File: config.mk
export PLATFORM = sky130hd
export DESIGN_NAME = prog_load_ctrl
export DESIGN_NICKNAME = d
export VERILOG_FILES = /design/src/rtl/prog_load_pkg.sv /design/src/rtl/prog_load_asm.sv /design/src/rtl/prog_load_ctrl.sv
export SDC_FILE = /design/constraint.sdc
export NUM_CORES = 1
export LEC_CHECK = 0
export BUFFER_PORTS_ARGS = -buffer_cell sky130_fd_sc_hd__buf_2
export CAP_MARGIN = 10
export CORE_MARGIN = 10
export CORE_UTILIZATION = 25
export CTS_CLUSTER_DIAMETER = 60
export DETAILED_ROUTE_END_ITERATION = 10
export PLACE_DENSITY = 0.5
export SYNTH_ARGS = -nofsm -noshare
export SYNTH_HDL_FRONTEND = slang
export SYNTH_SLANG_ARGS = --single-unit
File: constraint.sdc
create_clock -name clk -period 11 [get_ports clk]
set_input_delay 1.1 -clock clk [delete_from_list [all_inputs] [get_ports clk]]
set_output_delay 1.1 -clock clk [all_outputs]
set_load 0.05 [all_outputs]
File: src/rtl/prog_load_pkg.sv
// Shared types and constants for the boot-time program loader.
package prog_load_pkg;

    typedef enum logic [2:0] {
        HDR_I,
        LOAD_I,
        WR_I,
        HDR_D,
        LOAD_D,
        WR_D,
        DONE,
        ERR
    } state_t;

    localparam logic [31:0] NOP_INSN  = 32'h00000013;
    localparam int unsigned HDR_BYTES = 4;

endpackage

File: src/rtl/prog_load_asm.sv
// Little-endian byte-to-word assembler: four accepted bytes form one 32-bit word.
module prog_load_asm
    import prog_load_pkg::*;
(
    input  logic        clk,
    input  logic        reset,
    input  logic        take,
    input  logic [7:0]  byte_data,
    output logic [31:0] word,
    output logic        word_valid
);

    localparam logic [1:0] LAST_BYTE = 2'(HDR_BYTES - 1);

    logic [1:0]  cnt;
    logic [23:0] sr;

    always_ff @(posedge clk or posedge reset) begin
        if (reset) begin
            cnt <= '0;
            sr  <= '0;
        end else if (take) begin
            cnt <= cnt + 2'd1;
            sr  <= {byte_data, sr[23:8]};
        end
    end

    // The word completes combinationally with its 4th byte so the FSM can act that cycle.
    assign word_valid = take && (cnt == LAST_BYTE);
    assign word       = {byte_data, sr};

endmodule

File: src/rtl/prog_load_ctrl.sv
// Boot-time program loader: parses NI/insn/ND/data stream and drives imem/dmem load ports.
module prog_load_ctrl
    import prog_load_pkg::*;
#(
    parameter int unsigned IMEM_LINES = 512,
    parameter int unsigned DMEM_WORDS = 4096
) (
    input  logic         clk,
    input  logic         reset,
    input  logic         rx_valid,
    input  logic [7:0]   rx_data,
    output logic         rx_ready,
    output logic         prog_loading,
    output logic [31:0]  prog_loadaddr,
    output logic [127:0] prog_loaddata,
    output logic         prog_imem_we,
    output logic         prog_dmem_we,
    output logic         done,
    output logic         err
);

    localparam logic [31:0] IMEM_CAP = 32'(4 * IMEM_LINES);
    localparam logic [31:0] DMEM_CAP = 32'(DMEM_WORDS);

    state_t state, state_next;

    logic [31:0]  ni, nd, insn_cnt, line, word_cnt, dword;
    logic [31:0]  word;
    logic [127:0] line_buf;
    logic         take, word_valid, last_insn;

    // rx_ready depends on state only, keeping the assembler handshake loop-free.
    assign rx_ready  = state inside {HDR_I, LOAD_I, HDR_D, LOAD_D};
    assign take      = rx_valid & rx_ready;
    assign last_insn = (insn_cnt[1:0] == 2'd3) || (insn_cnt + 32'd1 == ni);

    prog_load_asm u_asm (
        .clk        (clk),
        .reset      (reset),
        .take       (take),
        .byte_data  (rx_data),
        .word       (word),
        .word_valid (word_valid)
    );

    always_ff @(posedge clk or posedge reset) begin
        if (reset) state <= HDR_I;
        else       state <= state_next;
    end

    always_comb begin
        state_next    = state;
        prog_loading  = 1'b1;
        prog_loadaddr = '0;
        prog_loaddata = '0;
        prog_imem_we  = 1'b0;
        prog_dmem_we  = 1'b0;
        done          = 1'b0;
        err           = 1'b0;
        case (state)
            HDR_I: if (word_valid) begin
                if (word > IMEM_CAP)  state_next = ERR;
                else if (word == '0)  state_next = HDR_D;
                else                  state_next = LOAD_I;
            end
            LOAD_I: if (word_valid && last_insn) state_next = WR_I;
            WR_I: begin
                prog_imem_we  = 1'b1;
                prog_loadaddr = line << 4;
                prog_loaddata = line_buf;
                state_next    = (insn_cnt == ni) ? HDR_D : LOAD_I;
            end
            HDR_D: if (word_valid) begin
                if (word > DMEM_CAP)  state_next = ERR;
                else if (word == '0)  state_next = DONE;
                else                  state_next = LOAD_D;
            end
            LOAD_D: if (word_valid) state_next = WR_D;
            WR_D: begin
                prog_dmem_we  = 1'b1;
                prog_loadaddr = word_cnt << 2;
                prog_loaddata = {dword, 96'h0};
                state_next    = (word_cnt + 32'd1 == nd) ? DONE : LOAD_D;
            end
            DONE: begin
                prog_loading = 1'b0;
                done         = 1'b1;
            end
            ERR: err = 1'b1;
            default: state_next = HDR_I;
        endcase
    end

    // Line buffer refills with NOPs so a short final line is padded without extra logic.
    always_ff @(posedge clk or posedge reset) begin
        if (reset) begin
            ni       <= '0;
            nd       <= '0;
            insn_cnt <= '0;
            line     <= '0;
            word_cnt <= '0;
            dword    <= '0;
            line_buf <= {4{NOP_INSN}};
        end else begin
            case (state)
                HDR_I: if (word_valid) ni <= word;
                LOAD_I: if (word_valid) begin
                    case (insn_cnt[1:0])
                        2'd0: line_buf[127:96] <= word;
                        2'd1: line_buf[95:64]  <= word;
                        2'd2: line_buf[63:32]  <= word;
                        default: line_buf[31:0] <= word;
                    endcase
                    insn_cnt <= insn_cnt + 32'd1;
                end
                WR_I: begin
                    line     <= line + 32'd1;
                    line_buf <= {4{NOP_INSN}};
                end
                HDR_D: if (word_valid) nd <= word;
                LOAD_D: if (word_valid) dword <= word;
                WR_D: word_cnt <= word_cnt + 32'd1;
                default: ;
            endcase
        end
    end

endmodule

==> metrics.md <==
| Metric | Value |
|---|---|
| Top Metal Used | met5 |
| Die width | 282 µm |
| H-tree depth | 2 |
| Diodes inserted | 0 |
| Routed WL | 53.2 mm |
| Total track usage | 13.3% |
| Iter 0 DRT Violations | 865 |
| Final Util | 29.9% |
| Largest net degree at the start of global routing | 141 |
| CTS root buf | clkbuf_16 |
| Die Y | 282 µm |
| Final Critical Period | 5.10 ns |
| Met3 wire length | 2.25 mm |
| Core Region | 67500 µm² |
| HPWL after DPL | 38.2 mm |
| CP Launch Type | flop |
| Crit path max fanout | 88 |
| PostCTS Resize Cnt | 0 |
| Required time of the critical path | 9.90 ns |
| Final net count | 1817 |
| Clock transition at path regs | 0.06 ns |
| Met1 WL | 23.1 mm |
| Total gr overflow | 0 |
| Status | finished, final reports clean |
| Syn_area_per_cell | 10.2 µm² |
| PwrDens | 131 nW/µm² |
| Starting density of the core | 25.4% |
| Post-synth EDFFs | 0 |
| Slew margin rel. | 19.1% |
| TritonCTS Buffers | 42 |
| Register area share after synthesis | 50.5% |
| Tcrit/Tclk final | 46.4% |
| Slew @ Worst Pin | 1.21 ns |
| Synth top area cells | dfrtp_1, mux2_2, xnor2_1, nand2_1, o21ai_0 |
| Hold_buf cts | 0 |
| Worst IR Drop VDD | 0.000103 V |
| Die ar. | 79400 µm² |
| Most used flip-flop cell after synthesis | dfrtp_1 |
| Fin. max-slew vios | 0 |
| Final setup fails | 0 |
| Most instantiated library cell after synthesis | dfrtp_1 |
| Sink Count | 345 |
| Drt wl/cell | 19.7 µm |
| Critical path endpoint category | primary output |
| Via Count | 12900 |
| Crit path DAT | 4.00 ns |
| P&R area growth vs syn | 17.8% |
| Most frequent cells after synthesis | dfrtp_1, nand2_1, o21ai_0 |
| Max Cap Violations | 0 |
| DRC viols | 0 |
| Setup repair bufs after CTS | 0 |
| Initial antenna violation count | 4 |
| Distinct cells, synth | 75 |
| Leading area contributor after synthesis | dfrtp_1 |
| Fmax | 0.196 GHz |
| Worst hold-check path type | reg -> reg |
| Synthesis-stage register bit count | 345 |
| CTS Buffer Depth | 3 |
| CTS tree | built |
| Layout cells sized above 1 | 23.1% |
| Ys async rst share | 100% |
| Vias in the first global route | 13200 |
| Gpl congestion | 0.860 |
| Post-Synthesis Cells | 1671 |
| Setup CP Type | reg -> out |
| Final TNS setup | 0 ns |
| Ports | 177 |
| DRT antenna net count | 0 |
| PortBufs | 174 |
| Max Clock Skew | 0.0240 ns |
| Synth top area share | 48.7% |
| FP Rows | 95 |
| Drt first pass iters | 5 |
| Unrepaired setup endpoints after global routing | no |
| Syn Std Cell Area | 17100 µm² |
| Yosys warning count | 0 |
| Fin. Hold Viols | 0 |
| Clock latency at the later pin of the worst-skew pair | 0.58 ns |
| Routed vias/inst | 4.78 |
| First-pass GRT wire length | 82.6 mm |
| LEAKAGE | 9.39 nW |
| Fillers | 7047 |
| Wire length on met2 | 26.4 mm |
state kept, by name, summed over array words and instances, names as in the netlist:
name and count:
dword 32, insn_cnt 32, line 28, line_buf 128, nd 32, ni 32
state 3, u_asm.cnt 2, u_asm.sr 24, word_cnt 32
cells by family (layout without fill, tap and decap cells):
logic type,after synthesis,in the layout,share of synthesized area [%]
other,1,2,0.0219
AOI/OAI and AO/OA,261,261,9.92
adders and majority gates,10,10,0.731
muxes,122,122,8.01
and+or+nand+nor,627,627,18.7
DFF,345,345,50.5
buffers and inverters,124,279,2.89
xor gates and xnor gates,181,181,9.26
path summary, 6_finish.rpt:
check	from	to	slack [ns]	depth (start not counted)
worst max-delay path	state[1]	prog_loaddata[103]	5.90	7
worst min-delay path	line_buf[88]	line_buf[88]	0.47	2
worst max register to register	state[1]	line[26]	7.02	11
worst min register to register	line_buf[88]	line_buf[88]	0.47	2
max in group asynchronous	reset	word_cnt[31]	7.91	4
min in group asynchronous	reset	line_buf[16]	0.70	2
power by group:
part / internal (mW) / switching [mW]
clock: 0.762 / 0.569
sequential: 1.27 / 0
combinational: 0.00255 / 0.0336
total: 2.03 / 0.602
worst max-delay path: stages (launching register included):
cell,delay (ns)
dfrtp_1,0.56
inv_1,0.21
or3_1,0.38
buf_4,0.29
inv_4,0.66
buf_4,0.72
a22o_1,0.27
buf_2,0.27
area by class of cell:
type | instances | area (µm²) | share of cell area, %
sequential | 345 | 8650 | 42.9
clock inverter | 16 | 141 | 0.701
multi-input combinational | 1203 | 8050 | 39.9
timing repair buffer | 189 | 983 | 4.88
tap | 873 | 1090 | 5.42
clock buffer | 59 | 1180 | 5.88
inverter | 15 | 66.3 | 0.329
metal layers:
layer	GRT usage, %	vias up
li1	-	6052
met1	16.8	6517
met2	23.0	262
met3	1.92	80
met4	4.18	2
met5	0	-
stage by stage:
stage                     std cells  power [mW]  hold slack (ns)  worst slack, ns  cell area, µm²
final                          2700        2.64            0.472             5.90           20200
after global routing           2700        2.73            0.498             5.56           20200
after CTS                      2700        2.68            0.477             5.84           20200
after detailed placement       2625        1.33            0.464             6.47           18800
after global placement         2625        1.33            0.457             6.63           18800
after floorplan                1672        1.31            0.442            0.355           17100
cell usage in the layout (no fill, tap or decap), drive strengths merged, types with 6 or more instances in the layout:
master | synthesis | final
nand4 | 50 | 50
nor4 | 27 | 27
nor3 | 26 | 26
o21ai | 135 | 135
clkinv | 0 | 10
nand2 | 245 | 245
and3 | 16 | 16
a21oi | 17 | 17
mux2 | 120 | 120
xnor2 | 130 | 130
and2 | 103 | 103
dfstp | 12 | 12
xor2 | 51 | 51
clkbuf | 85 | 59
ha | 10 | 10
nand3 | 56 | 56
dfrtp | 333 | 333
inv | 15 | 19
buf | 24 | 189
a22o | 57 | 57
nor2 | 60 | 60
and4 | 7 | 7
nor2b | 6 | 6
Note: power is estimated with default switching activity, not from simulation.
